==> src/rtl/tlb_fill_writer_pkg.sv <==
// Shared TLB fill definitions: page-type encoding and superpage alignment masks,
// also used by the read-side PPN/VPN mixer.
package tlb_fill_writer_pkg;

  typedef logic [1:0] page_type_t;

  localparam page_type_t KILO = 2'd0;
  localparam page_type_t MEGA = 2'd1;
  localparam page_type_t GIGA = 2'd2;
  localparam page_type_t TERA = 2'd3;

  localparam logic [63:0] MASK32_MEGA = 64'h3FF;
  localparam logic [63:0] MASK64_MEGA = 64'h1FF;
  localparam logic [63:0] MASK64_GIGA = 64'h3FFFF;
  localparam logic [63:0] MASK64_TERA = 64'h7FFFFFF;

  // Sv32 has no giga/tera pages, so those types can never be installed.
  function automatic logic superpage_misaligned(input int xlen, input page_type_t ptype,
                                                input logic [63:0] ppn);
    logic [63:0] mask;
    logic        illegal;
    mask    = '0;
    illegal = 1'b0;
    if (xlen == 32) begin
      case (ptype)
        MEGA:       mask    = MASK32_MEGA;
        GIGA, TERA: illegal = 1'b1;
        default:    mask    = '0;
      endcase
    end else begin
      case (ptype)
        MEGA:    mask = MASK64_MEGA;
        GIGA:    mask = MASK64_GIGA;
        TERA:    mask = MASK64_TERA;
        default: mask = '0;
      endcase
    end
    return illegal || ((ppn & mask) != '0);
  endfunction

endpackage

==> src/rtl/tlb_fill_writer_if.sv <==
// Fill channel from the page-table walker plus the write port into the TLB entry arrays.
interface tlb_fill_if
  import tlb_fill_writer_pkg::*;
#(
  parameter int VPN_BITS    = 27,
  parameter int PPN_BITS    = 44,
  parameter int ASID_BITS   = 16,
  parameter int TLB_ENTRIES = 8
);
  logic                   FillValid;
  logic                   FillReady;
  logic [VPN_BITS-1:0]    FillVPN;
  logic [PPN_BITS-1:0]    FillPPN;
  page_type_t             FillPageType;
  logic [7:0]             FillFlags;
  logic [ASID_BITS-1:0]   FillASID;
  logic [TLB_ENTRIES-1:0] EntryValid;
  logic                   SFenceVMA;
  logic [TLB_ENTRIES-1:0] WriteEn;
  logic [VPN_BITS-1:0]    WriteVPN;
  logic [PPN_BITS-1:0]    WritePPN;
  page_type_t             WritePageType;
  logic [7:0]             WriteFlags;
  logic [ASID_BITS-1:0]   WriteASID;
  logic                   Misaligned;

  modport master (
    output FillValid, FillVPN, FillPPN, FillPageType, FillFlags, FillASID, EntryValid, SFenceVMA,
    input  FillReady, WriteEn, WriteVPN, WritePPN, WritePageType, WriteFlags, WriteASID, Misaligned
  );

  modport slave (
    input  FillValid, FillVPN, FillPPN, FillPageType, FillFlags, FillASID, EntryValid, SFenceVMA,
    output FillReady, WriteEn, WriteVPN, WritePPN, WritePageType, WriteFlags, WriteASID, Misaligned
  );
endinterface

==> src/rtl/tlb_fill_writer_victim_sel.sv <==
// Victim selection: lowest free entry, else the round-robin pointer (advanced only
// when a pointer-chosen entry is actually written).
module tlb_victim_sel #(
  parameter int TLB_ENTRIES = 8
) (
  input  logic                   clk,
  input  logic                   reset,
  input  logic [TLB_ENTRIES-1:0] entry_valid,
  input  logic                   advance,
  output logic [TLB_ENTRIES-1:0] victim,
  output logic                   use_ptr
);
  localparam int PW = $clog2(TLB_ENTRIES);
  localparam logic [TLB_ENTRIES-1:0] ONE = TLB_ENTRIES'(1);

  logic [PW-1:0]          ptr;
  logic [TLB_ENTRIES-1:0] free_onehot;

  // NOTE: always_comb outputs get a default first so no path leaves them unassigned (no latch).
  always_comb begin
    free_onehot = '0;
    for (int i = TLB_ENTRIES - 1; i >= 0; i--) begin
      if (!entry_valid[i]) begin
        free_onehot    = '0;
        free_onehot[i] = 1'b1;
      end
    end
  end

  assign use_ptr = &entry_valid;
  assign victim  = use_ptr ? (ONE << ptr) : free_onehot;

  // NOTE: sequential state uses non-blocking assignments so every flop samples pre-edge values.
  always_ff @(posedge clk) begin
    if (reset)        ptr <= '0;
    else if (advance) ptr <= ptr + PW'(1);
  end
endmodule

==> src/rtl/tlb_fill_writer.sv <==
// TLB write side: captures a leaf PTE, checks superpage alignment, picks a victim and
// issues a one-cycle entry write or a misaligned-superpage fault pulse.
module tlb_fill_writer
  import tlb_fill_writer_pkg::*;
#(
  parameter int XLEN        = 64,
  parameter int VPN_BITS    = 27,
  parameter int PPN_BITS    = 44,
  parameter int ASID_BITS   = 16,
  parameter int TLB_ENTRIES = 8
) (
  input logic     clk,
  input logic     reset,
  tlb_fill_if.slave bus
);
  typedef enum logic [1:0] {IDLE, CHECK, WRITE, FAULT} state_t;

  state_t                 state, state_n;
  logic                   accept;
  logic                   misaligned_chk;
  logic                   advance;
  logic                   use_ptr, use_ptr_q;
  logic [TLB_ENTRIES-1:0] victim, victim_q;
  logic [VPN_BITS-1:0]    vpn_q;
  logic [PPN_BITS-1:0]    ppn_q;
  page_type_t             ptype_q;
  logic [7:0]             flags_q;
  logic [ASID_BITS-1:0]   asid_q;

  assign accept         = (state == IDLE) && bus.FillValid && !bus.SFenceVMA;
  assign misaligned_chk = superpage_misaligned(XLEN, ptype_q, 64'(ppn_q));
  assign advance        = (state == WRITE) && !bus.SFenceVMA && use_ptr_q;

  tlb_victim_sel #(.TLB_ENTRIES(TLB_ENTRIES)) u_victim (
    .clk         (clk),
    .reset       (reset),
    .entry_valid (bus.EntryValid),
    .advance     (advance),
    .victim      (victim),
    .use_ptr     (use_ptr)
  );

  always_ff @(posedge clk) begin
    if (reset) state <= IDLE;
    else       state <= state_n;
  end

  // A flush overrides everything: in-flight fills are dropped without side effects.
  always_comb begin
    state_n        = state;
    bus.FillReady  = 1'b0;
    bus.WriteEn    = '0;
    bus.Misaligned = 1'b0;
    case (state)
      IDLE: begin
        bus.FillReady = !bus.SFenceVMA;
        if (accept) state_n = CHECK;
      end
      CHECK: begin
        if (bus.SFenceVMA)   state_n = IDLE;
        else if (misaligned_chk) state_n = FAULT;
        else                 state_n = WRITE;
      end
      WRITE: begin
        if (!bus.SFenceVMA) bus.WriteEn = victim_q;
        state_n = IDLE;
      end
      FAULT: begin
        bus.Misaligned = !bus.SFenceVMA;
        state_n        = IDLE;
      end
      default: state_n = IDLE;
    endcase
  end

  // NOTE: the capture registers are reset so the write bus is clean after reset, not just idle.
  always_ff @(posedge clk) begin
    if (reset) begin
      vpn_q   <= '0;
      ppn_q   <= '0;
      ptype_q <= KILO;
      flags_q <= '0;
      asid_q  <= '0;
    end else if (accept) begin
      vpn_q   <= bus.FillVPN;
      ppn_q   <= bus.FillPPN;
      ptype_q <= bus.FillPageType;
      flags_q <= bus.FillFlags;
      asid_q  <= bus.FillASID;
    end
  end

  always_ff @(posedge clk) begin
    if (reset) begin
      victim_q  <= '0;
      use_ptr_q <= 1'b0;
    end else if (state == CHECK && !bus.SFenceVMA) begin
      victim_q  <= victim;
      use_ptr_q <= use_ptr;
    end
  end

  // PPN goes out unmodified; offset bits are merged with the VPN on the read side.
  assign bus.WriteVPN      = vpn_q;
  assign bus.WritePPN      = ppn_q;
  assign bus.WritePageType = ptype_q;
  assign bus.WriteFlags    = flags_q;
  assign bus.WriteASID     = asid_q;
endmodule
==> src/flat_wrapper.sv <==
// flat-port wrapper written by rule: the top's interface ports become plain ports
module tlb_fill_writer_flat import tlb_fill_writer_pkg::*;
#(
  parameter int XLEN        = 64,
  parameter int VPN_BITS    = 27,
  parameter int PPN_BITS    = 44,
  parameter int ASID_BITS   = 16,
  parameter int TLB_ENTRIES = 8
)
  (clk, reset, bus_FillValid, bus_FillVPN, bus_FillPPN, bus_FillPageType, bus_FillFlags, bus_FillASID, bus_EntryValid, bus_SFenceVMA, bus_FillReady, bus_WriteEn, bus_WriteVPN, bus_WritePPN, bus_WritePageType, bus_WriteFlags, bus_WriteASID, bus_Misaligned);
  tlb_fill_if #(.VPN_BITS(VPN_BITS), .PPN_BITS(PPN_BITS), .ASID_BITS(ASID_BITS), .TLB_ENTRIES(TLB_ENTRIES)) bus_i ();
  input logic clk;
  input logic reset;
  input wire logic [$bits(bus_i.FillValid)-1:0] bus_FillValid;
  input wire logic [$bits(bus_i.FillVPN)-1:0] bus_FillVPN;
  input wire logic [$bits(bus_i.FillPPN)-1:0] bus_FillPPN;
  input wire logic [$bits(bus_i.FillPageType)-1:0] bus_FillPageType;
  input wire logic [$bits(bus_i.FillFlags)-1:0] bus_FillFlags;
  input wire logic [$bits(bus_i.FillASID)-1:0] bus_FillASID;
  input wire logic [$bits(bus_i.EntryValid)-1:0] bus_EntryValid;
  input wire logic [$bits(bus_i.SFenceVMA)-1:0] bus_SFenceVMA;
  output wire logic [$bits(bus_i.FillReady)-1:0] bus_FillReady;
  output wire logic [$bits(bus_i.WriteEn)-1:0] bus_WriteEn;
  output wire logic [$bits(bus_i.WriteVPN)-1:0] bus_WriteVPN;
  output wire logic [$bits(bus_i.WritePPN)-1:0] bus_WritePPN;
  output wire logic [$bits(bus_i.WritePageType)-1:0] bus_WritePageType;
  output wire logic [$bits(bus_i.WriteFlags)-1:0] bus_WriteFlags;
  output wire logic [$bits(bus_i.WriteASID)-1:0] bus_WriteASID;
  output wire logic [$bits(bus_i.Misaligned)-1:0] bus_Misaligned;
  assign bus_i.FillValid = bus_FillValid;
  assign bus_i.FillVPN = bus_FillVPN;
  assign bus_i.FillPPN = bus_FillPPN;
  assign bus_i.FillPageType = bus_FillPageType;
  assign bus_i.FillFlags = bus_FillFlags;
  assign bus_i.FillASID = bus_FillASID;
  assign bus_i.EntryValid = bus_EntryValid;
  assign bus_i.SFenceVMA = bus_SFenceVMA;
  assign bus_FillReady = bus_i.FillReady;
  assign bus_WriteEn = bus_i.WriteEn;
  assign bus_WriteVPN = bus_i.WriteVPN;
  assign bus_WritePPN = bus_i.WritePPN;
  assign bus_WritePageType = bus_i.WritePageType;
  assign bus_WriteFlags = bus_i.WriteFlags;
  assign bus_WriteASID = bus_i.WriteASID;
  assign bus_Misaligned = bus_i.Misaligned;
  tlb_fill_writer #(.XLEN(XLEN), .VPN_BITS(VPN_BITS), .PPN_BITS(PPN_BITS), .ASID_BITS(ASID_BITS), .TLB_ENTRIES(TLB_ENTRIES)) u_core (.clk(clk), .reset(reset), .bus(bus_i));
endmodule
==> config.mk <==
export PLATFORM = sky130hd
export DESIGN_NAME = tlb_fill_writer_flat
export DESIGN_NICKNAME = d
export VERILOG_FILES = /design/src/rtl/tlb_fill_writer_pkg.sv /design/src/rtl/tlb_fill_writer_if.sv /design/src/rtl/tlb_fill_writer_victim_sel.sv /design/src/rtl/tlb_fill_writer.sv /design/src/flat_wrapper.sv
export SDC_FILE = /design/constraint.sdc
export NUM_CORES = 1
export LEC_CHECK = 0
export ABC_AREA = 0
export CORE_MARGIN = 2
export CORE_UTILIZATION = 35
export DETAILED_ROUTE_END_ITERATION = 16
export PLACE_DENSITY_LB_ADDON = 0.1
export SYNTH_ARGS = -nofsm -noshare
export SYNTH_HDL_FRONTEND = slang
export SYNTH_SLANG_ARGS = --single-unit
==> constraint.sdc <==
create_clock -name clk -period 1.6 [get_ports clk]
set_clock_uncertainty 0.1 [all_clocks]
set_input_delay 0.16 -clock clk [delete_from_list [all_inputs] [get_ports clk]]
set_output_delay 0.16 -clock clk [all_outputs]
set_load 0.01 [all_outputs]
==> flow_metrics.tcl, run 1 <==
set metrics [dict create \
    status "complete, but fails checks" \
    violations "negative setup slack" \
    slew_viol_final 0 \
    die_area_um2 12800 \
    path_clk_slew_ps 70 \
    hold_violations 0 \
    num-nets-final 868 \
    dp.final_hpwl_um 9200 \
    whs_path_depth 3 \
    h-tree-depth 3 \
    cts.sinks 111 \
    ant_nets 0 \
    reg2reg_depth 7 \
    antennaDiodeCount 0 \
    die_w_um 113 \
    rr_endpoint "u_core.bus.WritePPN[8]$_SDFFE_PP0P_" \
    cts_buffers 9 \
    portBuffers 215 \
    power.density_nw_per_um2 892 \
    clock_path_buffers 2 \
    cp-start-kind "flip-flop" \
    ioPinCount 216 \
    routabilityCongestion 0.836 \
    dr_total_vias 4332 \
    start_util 0.363 \
    area.growth.synth_to_final_pct 70.5 \
    leakage_nw 2.70 \
    setup_tns_ps -312 \
    fillers 1003 \
    drive_above_1_share 0.112 \
    multi_input_area_um2 1850 \
    cts_root_buffer "clkbuf_16" \
    syn_area_um2 4180 \
    rsz0062_at_grt "yes" \
    finalNonFillerCells 901 \
    core-area_um2 11500 \
    ys_ff_latch 111 \
    row_count 39 \
    setup_slack_ps -58.1 \
    hold_class "in -> reg" \
    slew_headroom 0.779 \
    final_cell_mix "nand2_1 (203), clkdlybuf4s50_1 (198), dfxtp_1 (109), a21oi_1 (97), buf_4 (19)" \
    drv_cap 0 \
    grt_antenna_before_repair 0 \
    min_to "u_core.bus.WriteASID[3]$_SDFFE_PP0P_" \
    critPathArrivalTime_ps 1400 \
    period_share 1.04 \
    first_pass_iters 4 \
    layout_commonest_cell "nand2_1" \
    setup_viol 6 \
    yosys_warnings 0 \
    path_max_fanout 5 \
    wl_per_cell_um 14.8 \
    max_freq_mhz 603 \
    min_period_ps 1660 \
    die_h_um 113 \
    critical_path_class "reg -> out" \
    syn-num-nets 646 \
    synth_cell_type_count 30 \
    hold_path.startpoint "bus_FillASID[3]" \
    grt_pass1_wl_um 20700 \
    drt-total-wl_um 13400 \
    grtUsageTotal 0.203 \
    netlist_instances 531 \
    hold_slack_ps 241 \
    syn_avg_cell_area_um2 7.87 \
    grt_pass1_vias 4249 \
    ir_drop_uv 563 \
    reg2reg_from "u_core.state[1]$_SDFFE_PP0P_" \
    grt.overflow.total 0 \
    worstSkewPairLatency_ps 350 \
    grt_max_degree 74 \
    cp_data_required_time_ps 1340 \
    worst_setup_path_end_kind "primary output" \
    final_util 0.619 \
    tightest_slew_ps 328 \
    cts_tree "built" \
    dp_cells 876 \
    drt_iter0_markers 209 \
    worst-r2r-setup-slack_ps 50 \
    routed_via_density 4.81 \
    drc_errors 0 \
    register_area_um2 2220 \
    ys_seq_area_frac 0.531 \
]
state kept, by name, summed over array words and instances (netlist names):
signal,flops
u_core.bus.WritePPN,44
u_core.bus.WriteVPN,27
u_core.bus.WriteASID,16
u_core.bus.WriteFlags,8
u_core.victim_q,8
u_core.u_victim.ptr,3
u_core.bus.WritePageType,2
u_core.state,2
u_core.use_ptr_q,1
layer usage:
layer / share of wire / vias up / global-route usage
met1: 0.41 / 1949 / 0.238
met4: 0.032 / 0 / 0.0992
li1: - / 2184 / -
met2: 0.47 / 168 / 0.327
met3: 0.088 / 31 / 0.0750
met5: 0 / - / 0
layout make-up:
cell class / count / share of cell area
sequential: 111 / 0.312
clock buffer: 10 / 0.0321
timing repair buffer: 247 / 0.356
tap: 143 / 0.0251
inverter: 6 / 0.00316
clock inverter: 6 / 0.0118
multi-input combinational: 378 / 0.260
per-stage QoR:
step | setup WS [ps] | power (W) | cell area, um^2
6_report | -58.1 | 0.00636 | 7130
5_1_grt | -102 | 0.00665 | 7130
4_1_cts | -57.8 | 0.00640 | 6920
3_5_place_dp | -384 | 0.00399 | 6580
3_3_place_gp | -339 | 0.00397 | 6580
2_1_floorplan | 96.8 | 0.00336 | 4180
worst max-delay path, cell delays in order (launching register included):
cell	delay (ps)
dfxtp_2	340
nor3b_4	220
buf_6	150
buf_6	100
and2_4	140
buf_6	90
power by group:
group / leakage (nW) / internal, W / switching, W
registers: 0.906 / 0.00288 / 0.0000701
clock network: 0.157 / 0.00137 / 0.00101
logic: 1.63 / 0.000592 / 0.000431
worst max-delay path by stage:
stage | from | end
after CTS | u_core.state[1]$_SDFFE_PP0P_ | bus_WriteEn[7]
final | u_core.state[1]$_SDFFE_PP0P_ | bus_WriteEn[3]
after detailed placement | bus_SFenceVMA | bus_WriteEn[1]
after floorplan | u_core.state[1]$_SDFFE_PP0P_ | u_core.bus.WriteVPN[10]$_SDFFE_PP0P_
after global routing | u_core.state[1]$_SDFFE_PP0P_ | bus_WriteEn[1]
after global placement | bus_SFenceVMA | bus_WriteEn[1]
cells by family (layout without fill, tap and decap cells):
logic type | after synthesis | after routing | synth area share
AO/OA/AOI/OAI | 122 | 122 | 0.150
AND/OR/NAND/NOR | 249 | 249 | 0.249
XOR/XNOR | 1 | 1 | 0.00209
flip-flops | 111 | 111 | 0.531
buffers and inverters | 42 | 269 | 0.0500
adder cells (fa/ha/maj) | 6 | 6 | 0.0180
Yosys cell counts (all sizes together):
cell type  count  share of area
dfxtp        111           0.53
ha             6          0.018
xnor2          1         0.0021
a22oi          1         0.0018
or4            1         0.0018
nor3b          3         0.0066
nor3           7          0.011
inv            6         0.0054
clkbuf        19          0.017
a311oi         1         0.0021
nor2           9         0.0081
or3b           1         0.0021
nand3          5         0.0060
o31ai          1         0.0018
buf           17          0.028
nor4           4         0.0075
nand2        204           0.18
a21oi        110           0.13
o2111ai        1         0.0021
and3b          1         0.0021
nand4          5         0.0075
a31oi          2         0.0030
o21ai          6         0.0072
and2           9          0.013
what timing repair did:
action | in CTS | in global routing
pin swaps | 2 | 2
hold buffers | 1 | 0
endpoints found under the setup margin | 107 | 19
gates resized for setup | 45 | 35
endpoints found under the hold margin | 3 | 0
gates cloned | 0 | 2
setup buffers | 4 | 2
Power figures use the tool's default switching activity.
==> run 2, diff against run 1 <==
CORE_UTILIZATION = 33   (was 35)
==> flow_metrics.tcl, run 2 (synthesis results as in run 1) <==
set metrics [dict create \
    grtUsageTotal 0.181 \
    dp.final_hpwl_um 9140 \
    setup_slack_ps -53.3 \
    first_pass_iters 4 \
    min_period_ps 1650 \
    register_area_um2 2220 \
    largest_reg_flops 44 \
    wl_per_cell_um 14.2 \
    clock_path_buffers 2 \
    multi_input_area_um2 1860 \
    rsz0062_at_grt "yes" \
    power.density_nw_per_um2 863 \
    cp_num_buf_inv 4 \
    start_util 0.334 \
    cp-start-kind "flip-flop" \
    drt_iter0_markers 133 \
    die_h_um 117 \
    slew_viol_final 0 \
    max_freq_mhz 605 \
    slowest_stage "dfxtp_2" \
    total_power_w 0.00624 \
    grt_pass1_vias 4023 \
    critPathArrivalTime_ps 1830 \
    hold_buffers 0 \
    grt_antenna_before_repair 0 \
    max_stage_delay_ps 350 \
    tightest_slew_ps 411 \
    worst-path-stages 8 \
    area.growth.synth_to_final_pct 72.8 \
    final_cell_mix "nand2_1 (202), clkdlybuf4s50_1 (200), dfxtp_1 (109), a21oi_1 (94), buf_4 (23)" \
    drt-total-wl_um 13300 \
    period_share 1.03 \
    die_w_um 117 \
    cts_buffers 9 \
    whs_path_depth 2 \
    worst_setup_path_end_kind "flip-flop" \
    finalNonFillerCells 937 \
    routed_via_density 4.63 \
    grt.overflow.total 0 \
    ioPinCount 216 \
    dr_total_vias 4334 \
    routabilityCongestion 0.780 \
    cts.sinks 111 \
    path_clk_slew_ps 70 \
    die_area_um2 13600 \
    cp_data_required_time_ps 1780 \
    slew_headroom 0.726 \
    drive_above_1_share 0.124 \
    status "complete, but fails checks" \
    critical_path_class "reg -> reg" \
    ir_drop_uv 528 \
    dp_cells 908 \
    ant_nets 0 \
    drc_errors 0 \
    cts_tree "built" \
    core-area_um2 12500 \
    final_design_area_no_fill_um2 7230 \
    crit_chain "buf_4, nor3_2, buf_4, and2_4, buf_12, clkbuf_16, nand2_1, a21oi_1" \
    placed_area_um2 6670 \
    layout_commonest_cell "nand2_1" \
    num-nets-final 875 \
    reg2reg_depth 8 \
    cp_top_family "buffers and inverters" \
    row_count 41 \
    antennaDiodeCount 0 \
    portBuffers 215 \
    grt_max_degree 52 \
    grt_pass1_wl_um 19400 \
    worstSkewPairLatency_ps 350 \
    path_max_fanout 13 \
    hold_violations 0 \
    violations "negative setup slack" \
    cpMostUsedCell "buf_4" \
    leakage_nw 2.71 \
    setup_viol 35 \
    drv_cap 0 \
    hold_class "in -> reg" \
    fillers 1190 \
    h-tree-depth 3 \
    cts_root_buffer "clkbuf_16" \
]
==> run 2: cell count changes in the layout (fill, tap and decap cells not counted), sizes merged <==
cell / delta
clkinv: +1
clkdlybuf4s50: +2
clkinvlp: +1
inv: -1
dlymetal6s2s: -2
dlygate4sd3: -1
clkdlybuf4s15: -1
bufinv: -1
clkbuf: +2
buf: +7
==> run 2: worst register-to-register path, cell delays in order (launching register included) <==
cell and delay [ps]:
dfxtp_2 350, buf_4 150, nor3_2 150, buf_4 150, and2_4 190, buf_12 150, clkbuf_16 160, nand2_1 70
a21oi_1 130
==> run 2: routing by layer <==
metal | share of wire | track usage
met5 | 0 | 0
met4 | 0.014 | 0.0643
met3 | 0.093 | 0.0752
met1 | 0.41 | 0.213
met2 | 0.48 | 0.298
==> run 2: power by group <==
group          internal (W)  switching, W  leakage (nW)
Sequential          0.00288     0.0000699         0.906
Clock               0.00121       0.00101         0.142
Combinational      0.000628      0.000441          1.66
==> run 2: final cells by class <==
cell class,instances,share of cell area
multi-input cells,378,0.257
clock inverters,6,0.00848
well taps,172,0.0298
repair buffers,254,0.362
inverters,6,0.00312
clock buffers,10,0.0317
flip-flops and latches,111,0.308
==> run 2: path summary, 6_finish.rpt <==
path	from	slack, ps	endpoint
worst min-delay path	reset	130	u_core.u_victim.ptr[0]$_SDFFE_PP0P_
worst max register to register	u_core.state[0]$_SDFFE_PP0P_	-50	u_core.bus.WriteVPN[18]$_SDFFE_PP0P_
worst max-delay path	u_core.state[0]$_SDFFE_PP0P_	-50	u_core.bus.WriteVPN[18]$_SDFFE_PP0P_
worst min register to register	u_core.bus.WriteVPN[23]$_SDFFE_PP0P_	350	u_core.bus.WriteVPN[23]$_SDFFE_PP0P_
==> run 2: what timing repair did <==
| action | CTS | global route |
|---|---|---|
| setup endpoints to repair | 43 | 107 |
| buffers inserted | 3 | 5 |
| hold endpoints to repair | 0 | 0 |
| pin swaps | 4 | 2 |
| cloned | 2 | 4 |
| gates resized for setup | 47 | 27 |
==> run 2: through the flow <==
step / util / hold slack, ps / setup slack [ps] / TNS (ps)
global placement: 0.532 / 341 / -276 / -18220
detailed placement: 0.532 / 346 / -288 / -22810
global route: 0.577 / 142 / -129 / -8480
floorplan: - / 196 / 96.8 / 0
CTS: 0.560 / 115 / -77.4 / -1630
finish: 0.577 / 135 / -53.3 / -500
==> run 3, diff against run 2 <==
CTS_BUF_LIST = sky130_fd_sc_hd__clkbuf_4 sky130_fd_sc_hd__clkbuf_8 sky130_fd_sc_hd__clkbuf_16   (was not set)
==> flow_metrics.tcl, run 3 (synthesis results as in run 1) <==
set metrics [dict create \
    setup_slack_ps -60.4 \
    hold_buffers 0 \
    area.growth.synth_to_final_pct 73.0 \
    largest_reg_flops 44 \
    grt_pass1_vias 4018 \
    grtUsageTotal 0.181 \
    drc_errors 0 \
    slew_viol_final 0 \
    num-nets-final 875 \
    grt_max_degree 52 \
    path_clk_slew_ps 70 \
    status "complete, but fails checks" \
    slowest_stage "dfxtp_2" \
    path_max_fanout 13 \
    grt_antenna_before_repair 0 \
    dp.final_hpwl_um 9140 \
    power.density_nw_per_um2 864 \
    grt_pass1_wl_um 19400 \
    max_freq_mhz 602 \
    final_cell_mix "nand2_1 (202), clkdlybuf4s50_1 (200), dfxtp_1 (109), a21oi_1 (94), buf_4 (23)" \
    cp_num_buf_inv 4 \
    tightest_slew_ps 417 \
    drt_iter0_markers 118 \
    crit_chain "buf_4, nor3_2, buf_4, and2_4, buf_12, clkbuf_16, nand2_1, a21oi_1" \
    die_h_um 117 \
    hold_class "in -> reg" \
    antennaDiodeCount 0 \
    ant_nets 0 \
    critical_path_class "reg -> reg" \
    portBuffers 215 \
    cpMostUsedCell "buf_4" \
    grt.overflow.total 0 \
    worst_setup_path_end_kind "flip-flop" \
    setup_viol 62 \
    leakage_nw 2.71 \
    fillers 1194 \
    wl_per_cell_um 14.2 \
    hold_violations 0 \
    drt-total-wl_um 13300 \
    row_count 41 \
    clock_path_buffers 2 \
    final_design_area_no_fill_um2 7230 \
    routed_via_density 4.63 \
    cp-start-kind "flip-flop" \
    layout_commonest_cell "nand2_1" \
    die_w_um 117 \
    ir_drop_uv 528 \
    cts.sinks 111 \
    dp_cells 908 \
    slew_headroom 0.722 \
    die_area_um2 13600 \
    period_share 1.04 \
    max_stage_delay_ps 350 \
    core-area_um2 12500 \
    cp_data_required_time_ps 1780 \
    cts_root_buffer "clkbuf_16" \
    worstSkewPairLatency_ps 350 \
    finalNonFillerCells 937 \
    worst-r2r-setup-slack_ps -60 \
    ioPinCount 216 \
    min_period_ps 1660 \
    drive_above_1_share 0.125 \
    drv_cap 0 \
    h-tree-depth 3 \
    routabilityCongestion 0.780 \
    cts_buffers 9 \
    cts_tree "built" \
    cp_top_family "buffers and inverters" \
    placed_area_um2 6670 \
    rsz0062_at_grt "yes" \
    critPathArrivalTime_ps 1840 \
    first_pass_iters 4 \
    start_util 0.334 \
    dr_total_vias 4340 \
    violations "negative setup slack" \
]
==> run 3: cell count changes in the layout (fill, tap and decap cells not counted) <==
cell | before | now
buf_6 | 5 | 4
buf_8 | 0 | 1
clkbuf_1 | 1 | 0
clkbuf_4 | 0 | 1
==> run 3: metal layers <==
metal  wire length [um]  track usage  vias to the layer above  share of wire
met2               6350        0.298                      151           0.48
li1                   -            -                     2206              -
met5                  0            0                        -              0
met1               5520        0.214                     1971           0.41
met4                184       0.0643                        0          0.014
met3               1250       0.0752                       12          0.094
==> run 3: repair_timing <==
action                     4_1_cts  5_1_grt
resized for setup               47       28
pin swaps                        4        2
setup endpoints to repair       43      107
cloned                           2        4
setup buffers                    3        5
==> run 3: area by class of cell <==
| type | count | area, um^2 | area share |
|---|---|---|---|
| Timing Repair Buffer | 254 | 2620 | 0.362 |
| Sequential cell | 111 | 2220 | 0.308 |
| Multi-Input combinational cell | 378 | 1860 | 0.257 |
| Clock buffer | 10 | 233 | 0.0322 |
| Tap cell | 172 | 215 | 0.0297 |
| Clock inverter | 6 | 61.3 | 0.00847 |
| Inverter | 6 | 22.5 | 0.00311 |
==> run 3: per-stage QoR <==
step	hold WS (ps)	utilization	power, W	worst slack (ps)	TNS [ps]
4_1_cts	115	0.560	0.00628	-77.4	-1630
5_1_grt	142	0.578	0.00653	-154	-9380
3_3_place_gp	341	0.532	0.00400	-276	-18220
2_1_floorplan	196	-	0.00336	96.8	0
6_report	137	0.578	0.00625	-60.4	-987
3_5_place_dp	346	0.532	0.00401	-288	-22810
==> run 3: final timing paths <==
kind,from,endpoint,cells after the start
worst max-delay path,u_core.state[0]$_SDFFE_PP0P_,u_core.bus.WriteVPN[18]$_SDFFE_PP0P_,8
worst min-delay path,reset,u_core.u_victim.ptr[0]$_SDFFE_PP0P_,2
worst max register to register,u_core.state[0]$_SDFFE_PP0P_,u_core.bus.WriteVPN[18]$_SDFFE_PP0P_,8
worst min register to register,u_core.bus.WriteVPN[23]$_SDFFE_PP0P_,u_core.bus.WriteVPN[23]$_SDFFE_PP0P_,2
==> run 3: worst reg2reg max path, cell delays in order (launching register included) <==
cell and delay, ps:
dfxtp_2 350, buf_4 150, nor3_2 150, buf_4 150
and2_4 190, buf_12 150, clkbuf_16 160, nand2_1 70
a21oi_1 130
==> run 3: where the power goes <==
group	internal, W	switching (W)	leakage, nW	total, W
logic	0.000629	0.000441	1.66	0.00107
registers	0.00288	0.0000699	0.906	0.00295
clock network	0.00123	0.00100	0.146	0.00223
total	0.00474	0.00151	2.71	0.00625
